## config.mk

```make
export PLATFORM = sky130hd
export DESIGN_NAME = half_fp_div
export DESIGN_NICKNAME = d
export VERILOG_FILES = /design/src/rtl/half_fp_div.sv
export SDC_FILE = /design/constraint.sdc
export NUM_CORES = 1
export LEC_CHECK = 0
export ABC_AREA = 1
export BUFFER_PORTS_ARGS = -buffer_cell sky130_fd_sc_hd__buf_2
export CAP_MARGIN = 20
export CORE_MARGIN = 5
export CORE_UTILIZATION = 50
export CTS_CLUSTER_SIZE = 28
export DETAILED_ROUTE_END_ITERATION = 12
export HOLD_SLACK_MARGIN = 0.08
export PLACE_DENSITY = 0.74
export SYNTH_ARGS = -nofsm -noshare
export SYNTH_HDL_FRONTEND = slang
export SYNTH_SLANG_ARGS = --single-unit
```

## constraint.sdc

```tcl
create_clock -name clk -period 4.4 [get_ports clk]
set_clock_uncertainty 0.05 [all_clocks]
set_input_delay 1.32 -clock clk [delete_from_list [all_inputs] [get_ports clk]]
set_output_delay 1.32 -clock clk [all_outputs]
set_load 0.005 [all_outputs]
```

## src/rtl/half_fp_div.sv

```systemverilog
// Multi-cycle IEEE-754 binary16 divider: special-case screen, 13-cycle restoring divide, round.
// Define HALF_FP_DIV_RNE_EN for round-to-nearest-even; otherwise the quotient is truncated.
module half_fp_div (
    input  logic        clk,
    input  logic        rst,
    input  logic        start,
    input  logic [15:0] float1,
    input  logic [15:0] float2,
    output logic [15:0] quotient,
    output logic        busy,
    output logic        done,
    output logic        div_zero,
    output logic        invalid
);

    typedef enum logic [2:0] {
        IDLE,
        SPECIAL,
        DIVIDE,
        ROUND,
        DONE
    } state_t;

    state_t state;

    logic [15:0]        op_a;
    logic [15:0]        op_b;
    logic               sign_r;
    logic signed [6:0]  exp_r;
    logic [11:0]        rem;
    logic [10:0]        divisor;
    logic [12:0]        q;
    logic [3:0]         cnt;

    // Operand field decode; exponent 0 is flushed to signed zero.
    logic        sa, sb;
    logic [4:0]  ea, eb;
    logic [9:0]  fa, fb;
    logic [10:0] ma, mb;
    logic        a_zero, b_zero, a_inf, b_inf, a_nan, b_nan;
    logic signed [6:0] exp_raw;

    always_comb begin
        sa      = op_a[15];
        sb      = op_b[15];
        ea      = op_a[14:10];
        eb      = op_b[14:10];
        fa      = op_a[9:0];
        fb      = op_b[9:0];
        ma      = {1'b1, fa};
        mb      = {1'b1, fb};
        a_zero  = (ea == 5'd0);
        b_zero  = (eb == 5'd0);
        a_inf   = (ea == 5'd31) && (fa == 10'd0);
        b_inf   = (eb == 5'd31) && (fb == 10'd0);
        a_nan   = (ea == 5'd31) && (fa != 10'd0);
        b_nan   = (eb == 5'd31) && (fb != 10'd0);
        exp_raw = $signed({2'b00, ea}) - $signed({2'b00, eb}) + 7'sd15;
    end

    // Special-case resolution in priority order; NaN results are always the positive canonical NaN.
    logic        special_hit;
    logic [15:0] special_q;
    logic        special_dz;
    logic        special_inv;

    always_comb begin
        special_hit = 1'b1;
        special_q   = 16'h0000;
        special_dz  = 1'b0;
        special_inv = 1'b0;
        if (a_nan || b_nan || (a_inf && b_inf) || (a_zero && b_zero)) begin
            special_q   = 16'h7E00;
            special_inv = 1'b1;
        end else if (a_inf) begin
            special_q = {sa ^ sb, 15'h7C00};
        end else if (b_zero) begin
            special_q  = {sa ^ sb, 15'h7C00};
            special_dz = 1'b1;
        end else if (a_zero || b_inf) begin
            special_q = {sa ^ sb, 15'h0000};
        end else begin
            special_hit = 1'b0;
        end
    end

    // One restoring-division step: subtract when the partial remainder covers the divisor.
    logic        step_ge;
    logic [11:0] step_sub;
    logic [11:0] rem_next;

    always_comb begin
        step_ge  = (rem >= {1'b0, divisor});
        step_sub = rem - {1'b0, divisor};
        rem_next = step_ge ? (step_sub << 1) : (rem << 1);
    end

    // q[12] is the integer bit, q[11:2] the fraction, q[1] guard and q[0] round.
    logic              inc;
    logic [11:0]       mant_sum;
    logic [9:0]        frac_out;
    logic signed [6:0] exp_adj;
    logic [15:0]       round_q;

    always_comb begin
`ifdef HALF_FP_DIV_RNE_EN
        inc = q[1] & (q[0] | (rem != 12'd0) | q[2]);
`else
        inc = 1'b0;
`endif
        mant_sum = {1'b0, q[12:2]} + {11'd0, inc};
        frac_out = mant_sum[11] ? mant_sum[10:1] : mant_sum[9:0];
        exp_adj  = exp_r + $signed({6'd0, mant_sum[11]});
        if (exp_adj >= 7'sd31) begin
            round_q = {sign_r, 15'h7C00};
        end else if (exp_adj <= 7'sd0) begin
            round_q = {sign_r, 15'h0000};
        end else begin
            round_q = {sign_r, exp_adj[4:0], frac_out};
        end
    end

    // Datapath: operand capture, divide setup and iteration. No reset needed.
    always_ff @(posedge clk) begin
        case (state)
            IDLE: begin
                if (start) begin
                    op_a <= float1;
                    op_b <= float2;
                end
            end
            SPECIAL: begin
                sign_r  <= sa ^ sb;
                divisor <= mb;
                q       <= 13'd0;
                cnt     <= 4'd0;
                if (ma < mb) begin
                    rem   <= {ma, 1'b0};
                    exp_r <= exp_raw - 7'sd1;
                end else begin
                    rem   <= {1'b0, ma};
                    exp_r <= exp_raw;
                end
            end
            DIVIDE: begin
                rem <= rem_next;
                q   <= {q[11:0], step_ge};
                cnt <= cnt + 4'd1;
            end
            default: ;
        endcase
    end

    // Control FSM with registered outputs.
    always_ff @(posedge clk or posedge rst) begin
        if (rst) begin
            state    <= IDLE;
            quotient <= 16'h0000;
            busy     <= 1'b0;
            done     <= 1'b0;
            div_zero <= 1'b0;
            invalid  <= 1'b0;
        end else begin
            case (state)
                IDLE: begin
                    if (start) begin
                        state    <= SPECIAL;
                        busy     <= 1'b1;
                        div_zero <= 1'b0;
                        invalid  <= 1'b0;
                    end
                end
                SPECIAL: begin
                    if (special_hit) begin
                        state    <= DONE;
                        quotient <= special_q;
                        div_zero <= special_dz;
                        invalid  <= special_inv;
                        done     <= 1'b1;
                    end else begin
                        state <= DIVIDE;
                    end
                end
                DIVIDE: begin
                    if (cnt == 4'd12) begin
                        state <= ROUND;
                    end
                end
                ROUND: begin
                    state    <= DONE;
                    quotient <= round_q;
                    done     <= 1'b1;
                end
                DONE: begin
                    state <= IDLE;
                    done  <= 1'b0;
                    busy  <= 1'b0;
                end
                default: begin
                    state <= IDLE;
                    done  <= 1'b0;
                    busy  <= 1'b0;
                end
            endcase
        end
    end

endmodule

```

# Word level (Yosys, flattened, before mapping)
# Cells that the tools add are included.
dict set report op_classes {
  muxes 35
  bitwise 3
  n_lt_le_gt_ge 4
  n_addsub 5
  reduce_logical 28
  n_eq_ne 9
}
# op n
set op_table {}
lappend op_table {{$mux W16} 5}
lappend op_table {{$pmux W12 S2} 2}
lappend op_table {{$pmux W16 S2} 1}
lappend op_table {{$mux W15} 2}
lappend op_table {{$mux W12} 2}
lappend op_table {{$logic_not A10 Y1} 2}
lappend op_table {{$reduce_bool A10 Y1} 2}
lappend op_table {{$mux W1} 13}
lappend op_table {{$ge A12 B11 Y1} 1}
lappend op_table {{$pmux W3 S4} 1}
lappend op_table {{$lt A11 B11 Y1} 1}
lappend op_table {{$sub A11 B11 Y11} 1}
lappend op_table {{$eq A5 B5 Y1 const B} 2}
lappend op_table {{$logic_not A5 Y1} 2}
lappend op_table {{$reduce_and A2 Y1} 5}
lappend op_table {{$mux W3} 3}
lappend op_table {{$pmux W4 S2} 1}
lappend op_table {{$add A6 B5 Y7 const B} 1}
lappend op_table {{$ge A7 B6 Y1 const B} 1}
lappend op_table {{$le A7 B1 Y1 const B} 1}
lappend op_table {{$mux W7} 1}
lappend op_table {{$sub A7 B2 Y7 const B} 1}
lappend op_table {{$eq A3 B2 Y1 const B} 2}
lappend op_table {{$logic_and A1 B1 Y1} 6}
lappend op_table {{15 further kinds} 25}
dict set report word_totals {
  wordCells 98
  out_inout_bits 20
  register_bits 101
}

# Depth between registers and ports, before layout
dict set report depth {
  depth_word 9
  mapped_depth 14
}

# Worst setup path before layout
# Ideal clock, no wire load.
dict set report synth_timing {
  path_kind {input-to-reg}
  start {input port start}
  end {register op_a[0], enable pin}
  cell_stages 2
  path_buffers 0
  required_ns 3.963
  setup_time_ns 0.387
  arrival_time_ns 2.047
  setup_slack_ns 1.916
  cell_sequence {nand2_1 inv_1}
}
dict set report synth_via {
  elab_chain_cells 1
}
# item line_no
set synth_rtl {}
lappend synth_rtl {{start, declared} 6} ;# input logic start,
lappend synth_rtl {{$reduce_and A2 Y1 (no source line)} n/a}
lappend synth_rtl {{end signal, assigned} 128} ;# op_a <= float1;
lappend synth_rtl {{end, declared} 26} ;# logic [15:0] op_a;
# No other way between the ends.
# A chain may end at the register's enable or synchronous reset.

# Worst setup path in the final report
dict set report layout_timing {
  start {register state[2]}
  end {register rem[0], enable pin}
}
dict set report layout_via {
  elab_chain_cells 2
  elab_cells_between_ends 3
  classes_between {eq/ne (2); reduce/logical (1)}
}
# item line_no
set layout_rtl {}
lappend layout_rtl {{start, declared} 24} ;# state_t state;
lappend layout_rtl {{start signal, assigned} 157} ;# state <= IDLE;
lappend layout_rtl {{start signal, assigned} 167} ;# state <= SPECIAL;
lappend layout_rtl {{start signal, assigned} 175} ;# state <= DONE;
lappend layout_rtl {{$eq A3 B2 Y1 or $eq A3 B1 Y1 (tied branches)} 125} ;# case (state)
lappend layout_rtl {{$reduce_bool A2 Y1 (no source line) *} n/a}
lappend layout_rtl {{end signal, assigned} 138} ;# rem <= {ma, 1'b0};
lappend layout_rtl {{end signal, assigned} 141} ;# rem <= {1'b0, ma};
lappend layout_rtl {{end signal, assigned} 146} ;# rem <= rem_next;
lappend layout_rtl {{end, declared} 30} ;# logic [11:0] rem;
# Mark *: on every way between the ends. The rest lies on a longest branch, timed or not.

==> metrics <==
reg2reg path depth=6; std cell rows=37; synth warn=0; H-tree depth=3; first-pass GRT wire length=17.1 mm; r2r setup slk=1.65 ns; Worst-Margin Slew=0.877 ns; Seq/Total Area, Yosys=54.4%; setup_tns=0 ns; clk_lat worst skew=0.37 ns; DP HPWL=7.75 mm; number of buffers created by CTS=9; die height=114 µm; endpoints failing hold=0; Filler cells=904; DP Area=0.00581 mm²; clock power share=13.2%; core area=0.0104 mm²; via count=3860; Overflow after GRT=0; Pwr Density=709 mW/mm²; unrepaired setup endpoints after global routing=no; Mapped Cells=570; I/O Pins=55; Crit. End Element=register; Worst Hold Depth=2; Post-Syn Area=0.00536 mm²; Int Pwr=2.47 mW; # hold bufs at CTS=0; placer's final routability congestion estimate=0.790; synthesized area per cell=9.41 µm²; Async SR Flop Fraction=22.8%; outcome=completed; CTS tree=done; Initial DRC Count=197; die area=0.0129 mm²; Ant. Diodes=0; switching power=1.78 mW; Setup WS post-layout=1.65 ns; Routed WL=9.91 mm; Post-synth EDFFs=78; DRC Markers=0; # clock sinks=101; switching share of power=41.9%; CTS resizes=0; WP data required=4.39 ns; final setup vio count=0; Fin Hold WS=0.434 ns; register area=0.00292 mm²; worst endpoint data arrival time=2.74 ns; nets@finish=698; DRT antenna net count=0; Hold Crit Start=quotient[14]$_DFFE_PP0P_; Gate power share=45.6%; Leak=2.88 nW; DR vias/cell=4.99; min Tclk post-route=2.75 ns; port buffer count=54; RR Startpoint=state[2]$_DFFE_PP0P_; antenna violations before repair=0; Max VDD drop=296 µV; Initial Utilization=51.5%; Synth Flop Type=edfxtp_1; Synth Register Bits=101; Max Slew Vio Count=0; fraction of layout cells with a size suffix above 1=15.2%; Sequential Power Share=41.2%; WL per Instance=12.8 µm; Netlist cell types=36; CTS clk-pin slew, worst paths=0.10 ns; Setup Crit Path Kind=reg -> reg; vias in the first global route=3847; Crit Path Max Fanout=26; setup bufs post-CTS=0; GR Util All Layers=16.5%; max-cap violations=0; fin crit share=62.5%; area grow syn2layout=11.9%; Slew headroom=41.5%; 1st-pass router iterations=4; clock tree root buffer cell=clkbuf_8; reg-to-reg endpoint=rem[0]$_SDFFCE_PP0P_; Finished Cell Area=0.00600 mm²; Setup crit start kind=register; launch point of the worst path=state[2]$_DFFE_PP0P_; HP Class=reg -> reg; die width=114 µm; total power=4.26 mW; clock buffer depth=2; largest net degree at the start of global routing=27; Synth Net Count=635; dpl ws=1.63 ns; Worst Hold Endpoint=quotient[14]$_DFFE_PP0P_; fmax=0.364 GHz; multi-input logic area=0.00205 mm²
==> per-layer routing <==
metal	global-route usage, %	up-vias	wire, µm
met2	27.5	82	4750
met3	2.76	15	404
met4	6.57	0	186
met5	0	-	0
met1	21.4	1763	4570
li1	-	2000	-
==> Yosys cell counts, types with 3 or more instances <==
library cell | instances | area [µm²]
nand4_1 | 5 | 31.3
nand3_1 | 34 | 170
inv_2 | 4 | 15.0
xnor2_1 | 7 | 61.3
a21oi_1 | 17 | 85.1
nand2_1 | 138 | 518
inv_1 | 91 | 342
nor3_1 | 8 | 40.0
xor2_1 | 7 | 61.3
nor2_2 | 6 | 37.5
ha_1 | 28 | 350
nand3b_1 | 9 | 67.6
edfxtp_1 | 78 | 2340
nor2_1 | 54 | 203
o21ai_0 | 14 | 70.1
nand2_2 | 3 | 18.8
buf_2 | 3 | 15.0
a22oi_1 | 9 | 67.6
o21ai_1 | 12 | 60.1
dfrtp_1 | 23 | 576
==> registers in the layout, indices dropped and copies added (netlist names), 3 cells and up <==
| name | cells |
|---|---|
| op_a | 16 |
| rem | 12 |
| quotient | 16 |
| q | 12 |
| state | 3 |
| cnt | 4 |
| op_b | 16 |
| exp_r | 7 |
| divisor | 10 |
==> worst max path at each step <==
| stage | endpoint | slack (ns) |
|---|---|---|
| after CTS | rem[0]$_SDFFCE_PP0P_ | 1.61 |
| after floorplan | op_a[0]$_DFFE_PP_ | 1.92 |
| after global placement | op_a[2]$_DFFE_PP_ | 1.56 |
| final | rem[0]$_SDFFCE_PP0P_ | 1.65 |
| after global routing | rem[0]$_SDFFCE_PP0P_ | 1.35 |
| after detailed placement | rem[1]$_DFFE_PP_ | 1.63 |
==> final cells by class <==
type / instances / area share (%)
inverter: 95 / 5.94
tap: 136 / 2.84
multi-input combinational: 369 / 34.2
clock buffer: 10 / 2.29
clock inverter: 6 / 0.876
sequential: 101 / 48.6
timing repair buffer: 57 / 5.21
==> worst max-delay path, stage by stage (launching register included) <==
cell     delay (ns)
dfrtp_1        0.44
nor2_1         0.12
inv_1          0.08
nor2_1         0.60
inv_1          0.51
nand2_1        0.27
buf_4          0.35
==> power by group through the flow <==
| stage | Clock [mW] | Combinational [mW] | Sequential (mW) |
|---|---|---|---|
| after detailed placement | 0 | 1.94 | 1.78 |
| after global placement | 0 | 1.86 | 1.76 |
| after global routing | 0.615 | 2.25 | 1.80 |
| after floorplan | 0 | 1.49 | 1.73 |
| after CTS | 0.577 | 1.95 | 1.76 |
| final | 0.561 | 1.94 | 1.75 |
==> through the flow <==
| stage | std cells | utilization [%] |
|---|---|---|
| 4_1_cts | 774 | 57.6 |
| 3_5_place_dp | 758 | 55.8 |
| 5_1_grt | 774 | 57.6 |
| 6_report | 774 | 57.6 |
| 3_3_place_gp | 757 | 55.5 |
| 2_1_floorplan | 570 | - |
==> cell usage in the layout (no fill, tap or decap), types with 3 or more instances in the layout <==
cell | Yosys | routed
nor2_2 | 6 | 6
nand3_1 | 34 | 34
inv_6 | 0 | 3
buf_2 | 3 | 54
o21ai_1 | 12 | 12
nand2_1 | 138 | 138
ha_1 | 28 | 28
a22oi_1 | 9 | 9
edfxtp_1 | 78 | 78
dfrtp_1 | 23 | 23
o21ai_0 | 14 | 14
nor2_1 | 54 | 54
nand4_1 | 5 | 5
a21oi_1 | 17 | 17
xor2_1 | 7 | 7
nand2_2 | 3 | 3
nand3b_1 | 9 | 9
xnor2_1 | 7 | 7
nor3_1 | 8 | 8
inv_1 | 91 | 91
inv_2 | 4 | 4
clkbuf_8 | 0 | 10
clkinv_4 | 0 | 3
==> kinds of logic after synthesis <==
| kind of cell | Yosys count | synth area share [%] |
|---|---|---|
| flops | 101 | 54.4 |
| simple gates | 267 | 22.3 |
| buf+inv | 100 | 7.28 |
| xor+xnor | 14 | 2.29 |
| fa+ha+maj | 30 | 7.28 |
| compound gates | 58 | 6.49 |
Power figures use the tool's default switching activity.
